**config.mk**
```make
export PLATFORM = sky130hd
export DESIGN_NAME = q_value_updater
export DESIGN_NICKNAME = d
export VERILOG_FILES = /design/src/rtl/q_value_updater_pkg.sv /design/src/rtl/q_value_updater_row_max.sv /design/src/rtl/q_value_updater.sv
export SDC_FILE = /design/constraint.sdc
export NUM_CORES = 2
export LEC_CHECK = 0
export ABC_AREA = 1
export CAP_MARGIN = 20
export CORE_MARGIN = 1.5
export CORE_UTILIZATION = 30
export DETAILED_ROUTE_END_ITERATION = 10
export GPL_TIMING_DRIVEN = 1
export MAX_ROUTING_LAYER = met4
export PLACE_DENSITY = 0.52
export SLEW_MARGIN = 40
export SYNTH_ARGS = -nofsm -noshare
export SYNTH_HDL_FRONTEND = slang
export SYNTH_SLANG_ARGS = --single-unit
```
**constraint.sdc**
```tcl
create_clock -name clk -period 7.1 [get_ports clk]
set_clock_uncertainty 0.15 [all_clocks]
set_input_delay 1.42 -clock clk [delete_from_list [all_inputs] [get_ports clk]]
set_output_delay 1.42 -clock clk [all_outputs]
set_load 0.005 [all_outputs]
```
**src/rtl/q_value_updater_pkg.sv**
```systemverilog
// ============================================================================
// Module : q_value_updater_pkg
// Purpose: Shared Q-learning definitions for the Q-table write side and the
//          policy generator. Provides row/lane geometry, fixed-point format
//          constants, the updater FSM encoding and lane/saturation helpers.
//          Q values are signed Q8.8; alpha and gamma are unsigned Q0.16.
// Ports  : none (package)
// Rev    : 1.0  initial release
// ============================================================================
`default_nettype none

package q_value_updater_pkg;

  localparam int Q_W   = 16;            // Q value width, signed Q8.8
  localparam int N_ACT = 4;             // actions per row, fixed by the row width
  localparam int ROW_W = Q_W * N_ACT;   // 64-bit Q-table row

  localparam int c_Q016_FRAC = 16;      // fraction bits of alpha / gamma
  localparam int c_TD_W      = 18;      // TD error width, cannot overflow
  localparam int c_SUM_W     = 20;      // pre-saturation update width

  localparam logic signed [Q_W-1:0] c_Q_MAX = 16'sh7FFF;
  localparam logic signed [Q_W-1:0] c_Q_MIN = 16'sh8000;

  typedef enum logic [3:0] {
    S_IDLE  = 4'd0,
    S_RD_S  = 4'd1,
    S_RD_NS = 4'd2,
    S_WAIT  = 4'd3,
    S_MAXQ  = 4'd4,
    S_TD    = 4'd5,
    S_UPD   = 4'd6,
    S_WR    = 4'd7,
    S_DONE  = 4'd8
  } upd_state_t;

  // Lane k of a row occupies bits [16k+15:16k].
  function automatic logic signed [Q_W-1:0] lane(input logic [ROW_W-1:0] row,
                                                 input int k);
    return row[k*Q_W +: Q_W];
  endfunction

  // Clamp a wide signed value into the Q8.8 range.
  function automatic logic signed [Q_W-1:0] sat16(input logic signed [c_SUM_W-1:0] x);
    logic signed [c_SUM_W-1:0] hi;
    logic signed [c_SUM_W-1:0] lo;
    hi = c_SUM_W'(c_Q_MAX);
    lo = c_SUM_W'(c_Q_MIN);
    if (x > hi)      return c_Q_MAX;
    else if (x < lo) return c_Q_MIN;
    else             return x[Q_W-1:0];
  endfunction

endpackage

`default_nettype wire

```
**src/rtl/q_value_updater_row_max.sv**
```systemverilog
// ============================================================================
// Module : q_row_max
// Purpose: Combinational signed maximum over the four Q8.8 lanes of a row.
//          Ties resolve to the lowest lane.
// Ports  : i_row  in  ROW_W  Q-table row
//          o_max  out Q_W    largest signed lane value
// Rev    : 1.0  initial release
// ============================================================================
`default_nettype none

module q_row_max
  import q_value_updater_pkg::*;
(
  input  logic [ROW_W-1:0]      i_row,
  output logic signed [Q_W-1:0] o_max
);

  logic signed [Q_W-1:0] w_best;

  always_comb begin
    w_best = lane(i_row, 0);
    for (int k = 1; k < N_ACT; k++) begin
      if (lane(i_row, k) > w_best) w_best = lane(i_row, k);
    end
  end

  assign o_max = w_best;

endmodule

`default_nettype wire

```
**src/rtl/q_value_updater.sv**
```systemverilog
// ============================================================================
// Module : q_value_updater
// Purpose: Applies one Q-learning update per request:
//          Q(s,a) <= sat16(Q(s,a) + alpha*(r + gamma*max Q(s',.) - Q(s,a))).
//          Reads rows s and s', writes row s back with lane a replaced.
// Ports  : clk, rst_n            clock, synchronous active-low reset
//          i_start               request, sampled only in IDLE
//          i_state/i_next_state  s / s' row indices
//          i_action              lane index, legal 0..3
//          i_reward              r, signed Q8.8
//          i_terminal            s' terminal: discounted term is zero
//          i_alpha/i_gamma       unsigned Q0.16 rates
//          o_rd_en/o_rd_addr     Q-table read, data on i_rd_data one cycle later
//          o_wr_en/o_wr_addr/o_wr_data  single-cycle row write
//          o_busy, o_done, o_err status (err sticky until next accepted start)
// Rev    : 1.0  initial release
// ============================================================================
`default_nettype none

module q_value_updater
  import q_value_updater_pkg::*;
#(
  parameter int ST_W = 6
) (
  input  logic              clk,
  input  logic              rst_n,
  input  logic              i_start,
  input  logic [ST_W-1:0]   i_state,
  input  logic [ST_W-1:0]   i_next_state,
  input  logic [3:0]        i_action,
  input  logic [Q_W-1:0]    i_reward,
  input  logic              i_terminal,
  input  logic [15:0]       i_alpha,
  input  logic [15:0]       i_gamma,
  output logic              o_rd_en,
  output logic [ST_W-1:0]   o_rd_addr,
  input  logic [ROW_W-1:0]  i_rd_data,
  output logic              o_wr_en,
  output logic [ST_W-1:0]   o_wr_addr,
  output logic [ROW_W-1:0]  o_wr_data,
  output logic              o_busy,
  output logic              o_done,
  output logic              o_err
);

  upd_state_t r_state;
  upd_state_t w_nxt;

  // captured request
  logic [ST_W-1:0]        r_s;
  logic [ST_W-1:0]        r_ns;
  logic [3:0]             r_act;
  logic signed [Q_W-1:0]  r_reward;
  logic                   r_term;
  logic [15:0]            r_alpha;
  logic [15:0]            r_gamma;

  // datapath
  logic [ROW_W-1:0]        r_row_s;
  logic [ROW_W-1:0]        r_row_ns;
  logic signed [Q_W-1:0]   r_m;
  logic signed [c_TD_W-1:0] r_td;

  // registered outputs
  logic              r_rd_en;
  logic [ST_W-1:0]   r_rd_addr;
  logic              r_wr_en;
  logic [ST_W-1:0]   r_wr_addr;
  logic [ROW_W-1:0]  r_wr_data;
  logic              r_busy;
  logic              r_done;
  logic              r_err;

  logic                      w_act_ok;
  logic signed [Q_W-1:0]     w_max;
  logic signed [Q_W-1:0]     w_q_sa;
  logic signed [32:0]        w_gm;
  logic signed [16:0]        w_gm_q;
  logic signed [c_TD_W-1:0]  w_td;
  logic signed [34:0]        w_at;
  logic signed [18:0]        w_at_q;
  logic signed [c_SUM_W-1:0] w_sum;
  logic signed [Q_W-1:0]     w_new;
  logic [ROW_W-1:0]          w_merged;

  q_row_max u_row_max (
    .i_row (r_row_ns),
    .o_max (w_max)
  );

  assign w_act_ok = (r_act < 4'd4);
  assign w_q_sa   = lane(r_row_s, int'(r_act[1:0]));

  // Unsigned Q0.16 rates are zero-extended to keep the products signed;
  // the arithmetic shift gives round-toward-minus-infinity.
  assign w_gm   = 33'($signed({1'b0, r_gamma})) * 33'(r_m);
  assign w_gm_q = 17'(w_gm >>> c_Q016_FRAC);
  assign w_td   = c_TD_W'(r_reward) + c_TD_W'(w_gm_q) - c_TD_W'(w_q_sa);

  assign w_at   = 35'($signed({1'b0, r_alpha})) * 35'(r_td);
  assign w_at_q = 19'(w_at >>> c_Q016_FRAC);
  assign w_sum  = c_SUM_W'(w_q_sa) + c_SUM_W'(w_at_q);
  assign w_new  = sat16(w_sum);

  always_comb begin
    w_merged = r_row_s;
    w_merged[int'(r_act[1:0])*Q_W +: Q_W] = w_new;
  end

  // ---------------------------------------------------------------- FSM
  always_ff @(posedge clk) begin
    if (!rst_n) r_state <= S_IDLE;
    else        r_state <= w_nxt;
  end

  always_comb begin
    w_nxt = r_state;
    case (r_state)
      S_IDLE:  if (i_start) w_nxt = S_RD_S;
      S_RD_S:  w_nxt = w_act_ok ? S_RD_NS : S_DONE;
      S_RD_NS: w_nxt = S_WAIT;
      S_WAIT:  w_nxt = S_MAXQ;
      S_MAXQ:  w_nxt = S_TD;
      S_TD:    w_nxt = S_UPD;
      S_UPD:   w_nxt = S_WR;
      S_WR:    w_nxt = S_DONE;
      S_DONE:  w_nxt = S_IDLE;
      default: w_nxt = S_IDLE;
    endcase
  end

  // ------------------------------------------------ datapath and outputs
  always_ff @(posedge clk) begin
    if (!rst_n) begin
      r_s       <= '0;
      r_ns      <= '0;
      r_act     <= '0;
      r_reward  <= '0;
      r_term    <= 1'b0;
      r_alpha   <= '0;
      r_gamma   <= '0;
      r_row_s   <= '0;
      r_row_ns  <= '0;
      r_m       <= '0;
      r_td      <= '0;
      r_rd_en   <= 1'b0;
      r_rd_addr <= '0;
      r_wr_en   <= 1'b0;
      r_wr_addr <= '0;
      r_wr_data <= '0;
      r_busy    <= 1'b0;
      r_done    <= 1'b0;
      r_err     <= 1'b0;
    end else begin
      r_rd_en <= 1'b0;
      r_wr_en <= 1'b0;
      r_done  <= 1'b0;
      r_busy  <= (w_nxt != S_IDLE);
      case (r_state)
        S_IDLE: begin
          if (i_start) begin
            r_s      <= i_state;
            r_ns     <= i_next_state;
            r_act    <= i_action;
            r_reward <= i_reward;
            r_term   <= i_terminal;
            r_alpha  <= i_alpha;
            r_gamma  <= i_gamma;
            r_err    <= 1'b0;
            // an illegal action never touches the table
            if (i_action < 4'd4) begin
              r_rd_en   <= 1'b1;
              r_rd_addr <= i_state;
            end
          end
        end
        S_RD_S: begin
          if (w_act_ok) begin
            r_rd_en   <= 1'b1;
            r_rd_addr <= r_ns;
          end else begin
            r_err  <= 1'b1;
            r_done <= 1'b1;
          end
        end
        S_RD_NS: r_row_s  <= i_rd_data;
        S_WAIT:  r_row_ns <= i_rd_data;
        S_MAXQ:  r_m      <= r_term ? '0 : w_max;
        S_TD:    r_td     <= w_td;
        S_UPD: begin
          r_wr_en   <= 1'b1;
          r_wr_addr <= r_s;
          r_wr_data <= w_merged;
        end
        S_WR:    r_done   <= 1'b1;
        default: ;
      endcase
    end
  end

  assign o_rd_en   = r_rd_en;
  assign o_rd_addr = r_rd_addr;
  assign o_wr_en   = r_wr_en;
  assign o_wr_addr = r_wr_addr;
  assign o_wr_data = r_wr_data;
  assign o_busy    = r_busy;
  assign o_done    = r_done;
  assign o_err     = r_err;

endmodule

`default_nettype wire
```
### Word-level counts from Yosys, hierarchy flattened

Cells that the tools add are included.

| storage, ports and cells | value |
|---|---|
| output and inout port bits | 81 |
| bits in registers | 312 |
| word-level logic and storage cells | 77 |

| operators by class | value |
|---|---|
| shifts and indexed selects | 3 |
| equality and inequality tests | 11 |
| muxes and demuxes | 24 |
| add/subtract/negate cells | 4 |
| $lt $le $gt $ge | 7 |
| reductions and logical operators | 6 |
| multipliers | 2 |

Operators with widths:

| operator | number |
|---|---|
| 2-to-1 mux 16 bit | 6 |
| bitwise mux 64 bit | 1 |
| variable shift 16 x 33 -> 64 bit, first input constant | 1 |
| indexed part select 16 x 33 -> 64 bit | 1 |
| indexed part select 64 x 7 -> 16 bit | 1 |
| greater-than comparator 16 bit | 3 |
| multiplier 17 x 18 -> 35 bit | 1 |
| multiplier 17 x 16 -> 33 bit | 1 |
| negation 6 -> 33 bit | 1 |
| case mux 4 bit (8 select lines) | 1 |
| adder 16 x 19 -> 20 bit | 1 |
| greater-than comparator 20 x 16 -> 1 bit, second input constant | 1 |
| < comparator 20 x 16 -> 1 bit, second input constant | 1 |
| adder 16 x 17 -> 18 bit | 1 |
| 2-to-1 mux 6 bit | 3 |
| subtractor 18 x 16 -> 18 bit | 1 |
| equality test 4 x 3 -> 1 bit, second input constant | 4 |
| case mux 6 bit (2 select lines) | 1 |
| equality test 4 x 2 -> 1 bit, second input constant | 2 |
| < comparator 4 x 3 -> 1 bit, second input constant | 2 |
| 2-to-1 mux 4 bit | 2 |
| inequality test 2 bit, second input constant | 4 |
| 2-to-1 mux 1 bit | 7 |
| case mux 1 bit (2 select lines) | 3 |
| other kinds (7) | 7 |

### Depth between registers and ports, before layout

| depth | value |
|---|---|
| word-level depth | 7 |
| gate-level depth with buffers | 44 |
| gate-level depth less buffers | 41 |

### Cells and area by module

Synthesis repeated with hierarchy kept, for this count alone.

| second synthesis, totals | value |
|---|---|
| cell total of the unflattened synthesis | 4,891 |
| area, all modules | 36,319.8 µm² |

Modules (own cells, without submodules):

| module | times used | area an instance (µm²) | cells an instance |
|---|---|---|---|
| q_value_updater | 1 | 34,375.5 | 4,550 |
| q_row_max | 1 | 1,944.4 | 341 |

### Worst setup path after synthesis

No wires, ideal clock.

| path | value |
|---|---|
| path kind | reg-to-reg |
| start point | reg r_gamma[10] |
| end point | reg r_td[14] |
| arrival | 7.386 ns |
| path slack | -0.545 ns |
| library setup time | 0.109 ns |
| data required time | 6.841 ns |
| cell stages (with the launch flop) | 37 |
| path through | dfxtp_1 > clkbuf_1 > clkbuf_1 > nand2_1 > fa_1 > inv_1 > fa_1 > inv_1 > fa_1 > fa_1 > inv_1 > fa_1 > inv_1 > fa_1 > inv_1 > ha_1 > a21oi_1 > o21a_1 > o221ai_1 > a21o_1 > xnor2_1 > ha_1 > inv_1 > ha_1 > inv_1 > fa_1 > nand3b_1 > nand2_1 > a21oi_1 > o21ai_1 > a21boi_0 > o21ai_1 > nand3_1 > nand3_1 > nand3_1 > nand2_1 > inv_1 |

| between the ends | value |
|---|---|
| word-level cells in the longest chain between the ends | 3 |

Ends and longest elaborated chain:

| element | RTL line | RTL |
|---|---|---|
| start: declaration | q_value_updater.sv:56 | `logic [15:0] r_gamma;` |
| start signal: assignment | q_value_updater.sv:168 | `r_gamma <= i_gamma;` |
| multiplier 17 x 16 -> 33 bit | q_value_updater.sv:96 | `assign w_gm = 33'($signed({1'b0, r_gamma})) * 33'(r_m);` |
| adder 16 x 17 -> 18 bit | q_value_updater.sv:98 | `assign w_td = c_TD_W'(r_reward) + c_TD_W'(w_gm_q) - c_TD_W'(w_q_sa);` |
| subtractor 18 x 16 -> 18 bit | q_value_updater.sv:98 |  |
| end signal: assignment | q_value_updater.sv:189 | `S_TD: r_td <= w_td;` |
| end: declaration | q_value_updater.sv:62 | `logic signed [c_TD_W-1:0] r_td;` |

Every way passes these cells.
A chain may end at the register's enable or synchronous reset.

### Worst setup path in the final report

| path | value |
|---|---|
| start point | reg r_alpha[6] |
| end point | reg r_wr_data[49] (netlist: o_wr_data[49]) |

| between the ends | value |
|---|---|
| word-level cells in the longest chain between the ends | 7 |
| elaborated cells between the ends (all ways) | 8 |
| classes of those cells | add/sub (1); mul (1); order compare (2); shift (1); mux (3) |

Ends and longest elaborated chain:

| element | RTL line | RTL |
|---|---|---|
| start: declaration | q_value_updater.sv:55 | `logic [15:0] r_alpha;` |
| start signal: assignment | q_value_updater.sv:167 | `r_alpha <= i_alpha;` |
| multiplier 17 x 18 -> 35 bit * | q_value_updater.sv:100 | `assign w_at = 35'($signed({1'b0, r_alpha})) * 35'(r_td);` |
| adder 16 x 19 -> 20 bit * | q_value_updater.sv:102 | `assign w_sum = c_SUM_W'(w_q_sa) + c_SUM_W'(w_at_q);` |
| < comparator 20 x 16 -> 1 bit | q_value_updater_pkg.sv:50 | `else if (x < lo) return c_Q_MIN;` |
| 2-to-1 mux 16 bit | q_value_updater_pkg.sv:50 |  |
| 2-to-1 mux 16 bit * | q_value_updater_pkg.sv:49 | `if (x > hi) return c_Q_MAX;` |
| indexed part select 16 x 33 -> 64 bit * | q_value_updater.sv:107 | `w_merged[int'(r_act[1:0])*Q_W +: Q_W] = w_new;` |
| bitwise mux 64 bit * | q_value_updater.sv:107 |  |
| end signal: assignment | q_value_updater.sv:193 | `r_wr_data <= w_merged;` |
| end: declaration | q_value_updater.sv:69 | `logic [ROW_W-1:0] r_wr_data;` |

Mark *: on every way between the ends. The rest lies on a longest branch, timed or not.

==> impl_metrics.prom <==
# TYPE chip_impl_metric gauge
chip_impl_metric{name="layout.filler_cells",unit=""} 12300
chip_impl_info{name="grt_setup_unrepaired",value="true"} 1
chip_impl_metric{name="cts_max_level",unit=""} 2
chip_impl_metric{name="finalCriticalPeriod",unit="ns"} 7.50
chip_impl_metric{name="p_leak",unit="nW"} 24.6
chip_impl_metric{name="synth.cell_area",unit="sq mm"} 0.0364
chip_impl_metric{name="timing.hold.worst_path_depth",unit=""} 2
chip_impl_metric{name="critPathMaxStageDelay",unit="ns"} 0.53
chip_impl_info{name="crit_family",value="adder cells"} 1
chip_impl_metric{name="numClockSinks",unit=""} 312
chip_impl_metric{name="quantity_of_i_o_buffers_inserted_on_ports",unit=""} 212
chip_impl_metric{name="routed_wl",unit="microns"} 127000
chip_impl_metric{name="yosys_register_bits",unit=""} 312
chip_impl_metric{name="vias_in_the_first_global_route",unit=""} 33000
chip_impl_metric{name="initial_core_util",unit=""} 0.303
chip_impl_metric{name="avgViaCountPerCell",unit=""} 4.72
chip_impl_metric{name="hpwlAfterDp",unit="microns"} 102000
chip_impl_metric{name="drt_iter0_drc",unit=""} 2359
chip_impl_metric{name="synthesized_netlist_net_count",unit=""} 5794
chip_impl_metric{name="post_synth.cell_area_avg",unit="sq um"} 7.47
chip_impl_metric{name="clockBufferDepth",unit=""} 3
chip_impl_metric{name="place_ws",unit="ns"} -0.914
chip_impl_metric{name="power.density_cell_area",unit="mW/mm^2"} 394
chip_impl_metric{name="timing.final.setup_violations",unit=""} 75
chip_impl_metric{name="clkLatencyLatePin",unit="ns"} 0.60
chip_impl_metric{name="setup_tns",unit="ns"} -23.52
chip_impl_metric{name="detail-route-antenna-nets",unit=""} 0
chip_impl_metric{name="netlist-cell-type-count",unit=""} 55
chip_impl_metric{name="worstPathMaxFanout",unit=""} 7
chip_impl_metric{name="worst-slew-pin-transition",unit="ns"} 1.05
chip_impl_metric{name="post_dp_cell_area",unit="sq mm"} 0.0438
chip_impl_info{name="type_of_origin_of_the_critical_path",value="flip-flop"} 1
chip_impl_metric{name="crit_arrival",unit="ns"} 7.81
chip_impl_metric{name="chipHeight",unit="microns"} 351
chip_impl_metric{name="slew_violations",unit=""} 0
chip_impl_metric{name="tritoncts.num_buffers",unit=""} 39
chip_impl_metric{name="num_io_pins",unit=""} 213
chip_impl_info{name="timing.setup.critical_path_class",value="flip-flop to flip-flop"} 1
chip_impl_info{name="worst_path_max_delay_cell",value="sky130_fd_sc_hd__fa_2"} 1
chip_impl_info{name="outcome",value="finished with violations"} 1
chip_impl_info{name="worst_hold_path_type",value="flip-flop to flip-flop"} 1
chip_impl_metric{name="grt_first_pass_wirelength",unit="microns"} 194000
chip_impl_info{name="mostFrequentLayoutCells",value="sky130_fd_sc_hd__inv_1, sky130_fd_sc_hd__nand2_1, sky130_fd_sc_hd__buf_4, sky130_fd_sc_hd__fa_1, sky130_fd_sc_hd__a21oi_1"} 1
chip_impl_metric{name="warning_count_from_the_yosys_run",unit=""} 0
chip_impl_metric{name="final_weighted_congestion_of_routability_driven_global_placement",unit=""} 0.922
chip_impl_metric{name="worst_setup_hold_path_clk_slew",unit="ns"} 0.06
chip_impl_metric{name="drt_drc_violations_left",unit=""} 0
chip_impl_metric{name="timing.critical_path.buf_inv",unit=""} 10
chip_impl_metric{name="grt_antenna_before_repair",unit=""} 6
chip_impl_metric{name="worst-path-stages",unit=""} 39
chip_impl_metric{name="dieWidth",unit="microns"} 351
chip_impl_metric{name="critical_path_data_required_time",unit="ns"} 7.42
chip_impl_metric{name="max_freq",unit="MHz"} 133
chip_impl_metric{name="grt_use_total",unit=""} 0.210
chip_impl_metric{name="final_cell_area",unit="sq mm"} 0.0494
chip_impl_metric{name="grt-ovfl-total",unit=""} 0
chip_impl_metric{name="routed_wire_length_per_instance",unit="microns"} 18.0
chip_impl_metric{name="timing.max_slew.rel_slack",unit=""} 0.292
chip_impl_info{name="critical_path.startpoint",value="r_alpha[6]"} 1
chip_impl_info{name="root_buffer",value="sky130_fd_sc_hd__clkbuf_16"} 1
chip_impl_info{name="crit_path_end_kind",value="flip-flop"} 1
chip_impl_info{name="layout_commonest_cell",value="sky130_fd_sc_hd__inv_1"} 1
chip_impl_metric{name="finalHoldViolations",unit=""} 0
chip_impl_metric{name="route.vias.total",unit=""} 33500
chip_impl_metric{name="r2r_cells",unit=""} 39
chip_impl_metric{name="drive_above_1_share",unit=""} 0.235
chip_impl_info{name="path_common_cell",value="sky130_fd_sc_hd__nand2_2"} 1
chip_impl_metric{name="syn_inst",unit=""} 4864
chip_impl_info{name="violations",value="setup timing"} 1
chip_impl_metric{name="reg2reg_slack",unit="ns"} -0.40
chip_impl_info{name="r2r_start",value="r_alpha[6]"} 1
chip_impl_metric{name="area.growth.synth_to_final",unit="%"} 35.8
chip_impl_info{name="clock_tree_from_tritoncts",value="done"} 1
chip_impl_metric{name="detail_route.first_pass.iterations",unit=""} 5
chip_impl_metric{name="synth_seq_area_share",unit=""} 0.172
chip_impl_metric{name="floorplan.core_area",unit="sq mm"} 0.120
chip_impl_metric{name="finalCritPeriodShare",unit=""} 1.06
chip_impl_metric{name="max_cap_viol_count",unit=""} 0
chip_impl_info{name="min_from",value="r_act[2]"} 1
chip_impl_metric{name="fp.dieArea",unit="sq mm"} 0.123
chip_impl_metric{name="design.final.nets",unit=""} 6378
chip_impl_metric{name="finalWorstSetupSlack",unit="ns"} -0.397
chip_impl_metric{name="placement_row_count",unit=""} 127
chip_impl_metric{name="grt_max_degree",unit=""} 88
chip_impl_metric{name="irDropWorstVdd",unit="V"} 0.000439
chip_impl_metric{name="power",unit="mW"} 19.5
## area by class of cell
class                           count  area [sq um]  share of cell area
Multi-Input combinational cell   3247         28400               0.576
Timing Repair Buffer              802          7230               0.147
Sequential cell                   312          6380               0.129
Inverter                         1046          3950              0.0799
Tap cell                         1612          2020              0.0409
Clock buffer                       52          1080              0.0220
Clock inverter                     17           285             0.00578
Antenna cell                        3          7.51            0.000152
## stage by stage
step	hold slack, ns	instances	utilization
after detailed placement	0.295	6919	0.364
final	0.309	7091	0.411
after CTS	0.305	7028	0.393
after floorplan	0.279	4864	-
after global routing	0.323	7091	0.411
after global placement	0.290	6915	0.364
## registers in the layout, summed over array words and instances, names as in the netlist
| signal | count |
|---|---|
| o_rd_en | 1 |
| r_reward | 16 |
| r_alpha | 16 |
| r_row_ns | 64 |
| o_wr_en | 1 |
| o_rd_addr | 6 |
| r_s | 6 |
| r_act | 4 |
| r_gamma | 16 |
| r_td | 18 |
| o_busy | 1 |
| r_term | 1 |
| r_m | 16 |
| r_state | 4 |
| o_err | 1 |
| r_ns | 6 |
| o_wr_addr | 6 |
| o_done | 1 |
| o_wr_data | 64 |
| r_row_s | 64 |
## power by group
part | internal [mW] | total [mW] | switching [mW]
Sequential | 2.14 | 2.64 | 0.506
Clock | 1.27 | 2.20 | 0.928
Combinational | 5.90 | 14.6 | 8.72
Total | 9.31 | 19.5 | 10.2
## cells by family after synthesis
kind of cell,synth area share
xor+xnor,0.0164
simple gates,0.179
flops,0.172
fa+ha+maj,0.378
compound gates,0.118
buf+inv,0.136
## cells in the mapped netlist, drive strengths merged
| library cell | n | share of area |
|---|---|---|
| o21ai | 300 | 0.041 |
| a21oi | 429 | 0.059 |
| and2 | 2 | 0.00034 |
| ha | 296 | 0.10 |
| o2111ai | 1 | 0.00024 |
| a221oi | 3 | 0.00072 |
| o31a | 1 | 0.00024 |
| nand2 | 1064 | 0.11 |
| o221ai | 3 | 0.00072 |
| nand3 | 102 | 0.015 |
| inv | 1041 | 0.11 |
| clkbuf | 235 | 0.024 |
| o31ai | 4 | 0.00083 |
| a41oi | 1 | 0.00024 |
| a31oi | 28 | 0.0048 |
| or3 | 1 | 0.00017 |
| nand3b | 18 | 0.0037 |
| a21o | 5 | 0.0010 |
| buf | 26 | 0.0040 |
| fa | 502 | 0.28 |
| and3 | 2 | 0.00034 |
| o211ai | 6 | 0.0012 |
| dfxtp | 312 | 0.17 |
| nor3 | 24 | 0.0033 |
| a32oi | 15 | 0.0036 |
| xnor2 | 30 | 0.0072 |
| o221a | 1 | 0.00031 |
| a211oi | 1 | 0.00021 |
| o21a | 5 | 0.0010 |
| nor2 | 286 | 0.030 |
| xor2 | 38 | 0.0092 |
| a21boi | 5 | 0.0010 |
| nor4 | 8 | 0.0015 |
| o22ai | 1 | 0.00017 |
| nor3b | 1 | 0.00021 |
| or2 | 3 | 0.00052 |
| nand4 | 55 | 0.0095 |
| o311ai | 1 | 0.00024 |
| clkinv | 5 | 0.00055 |
| o21bai | 3 | 0.00062 |
## path summary, 6_finish.rpt
kind                   end
max          o_wr_data[49]
min               r_act[2]
max reg2reg  o_wr_data[49]
min reg2reg       r_act[2]
## what timing repair did
| item | CTS | global route |
|---|---|---|
| pin swaps | 165 | 247 |
| endpoints found under the setup margin | 79 | 79 |
| gates resized for setup | 426 | 400 |
| gates cloned | 3 | 2 |
| hold buffers | 0 | 0 |
| buffers inserted | 39 | 54 |
## worst min-delay path, cell delays in order, from the launching register on
cell and delay [ns]:
sky130_fd_sc_hd__dfxtp_1 0.29, sky130_fd_sc_hd__inv_1 0.06, sky130_fd_sc_hd__a21oi_1 0.06
## per-layer routing
metal,share of wire,vias up,global-route usage
li1,-,16000,-
met1,0.47,16300,0.298
met2,0.44,970,0.308
met3,0.063,169,0.0317
met4,0.031,0,0.0593
met5,0,-,-
Note: power is estimated with default switching activity, not from simulation.
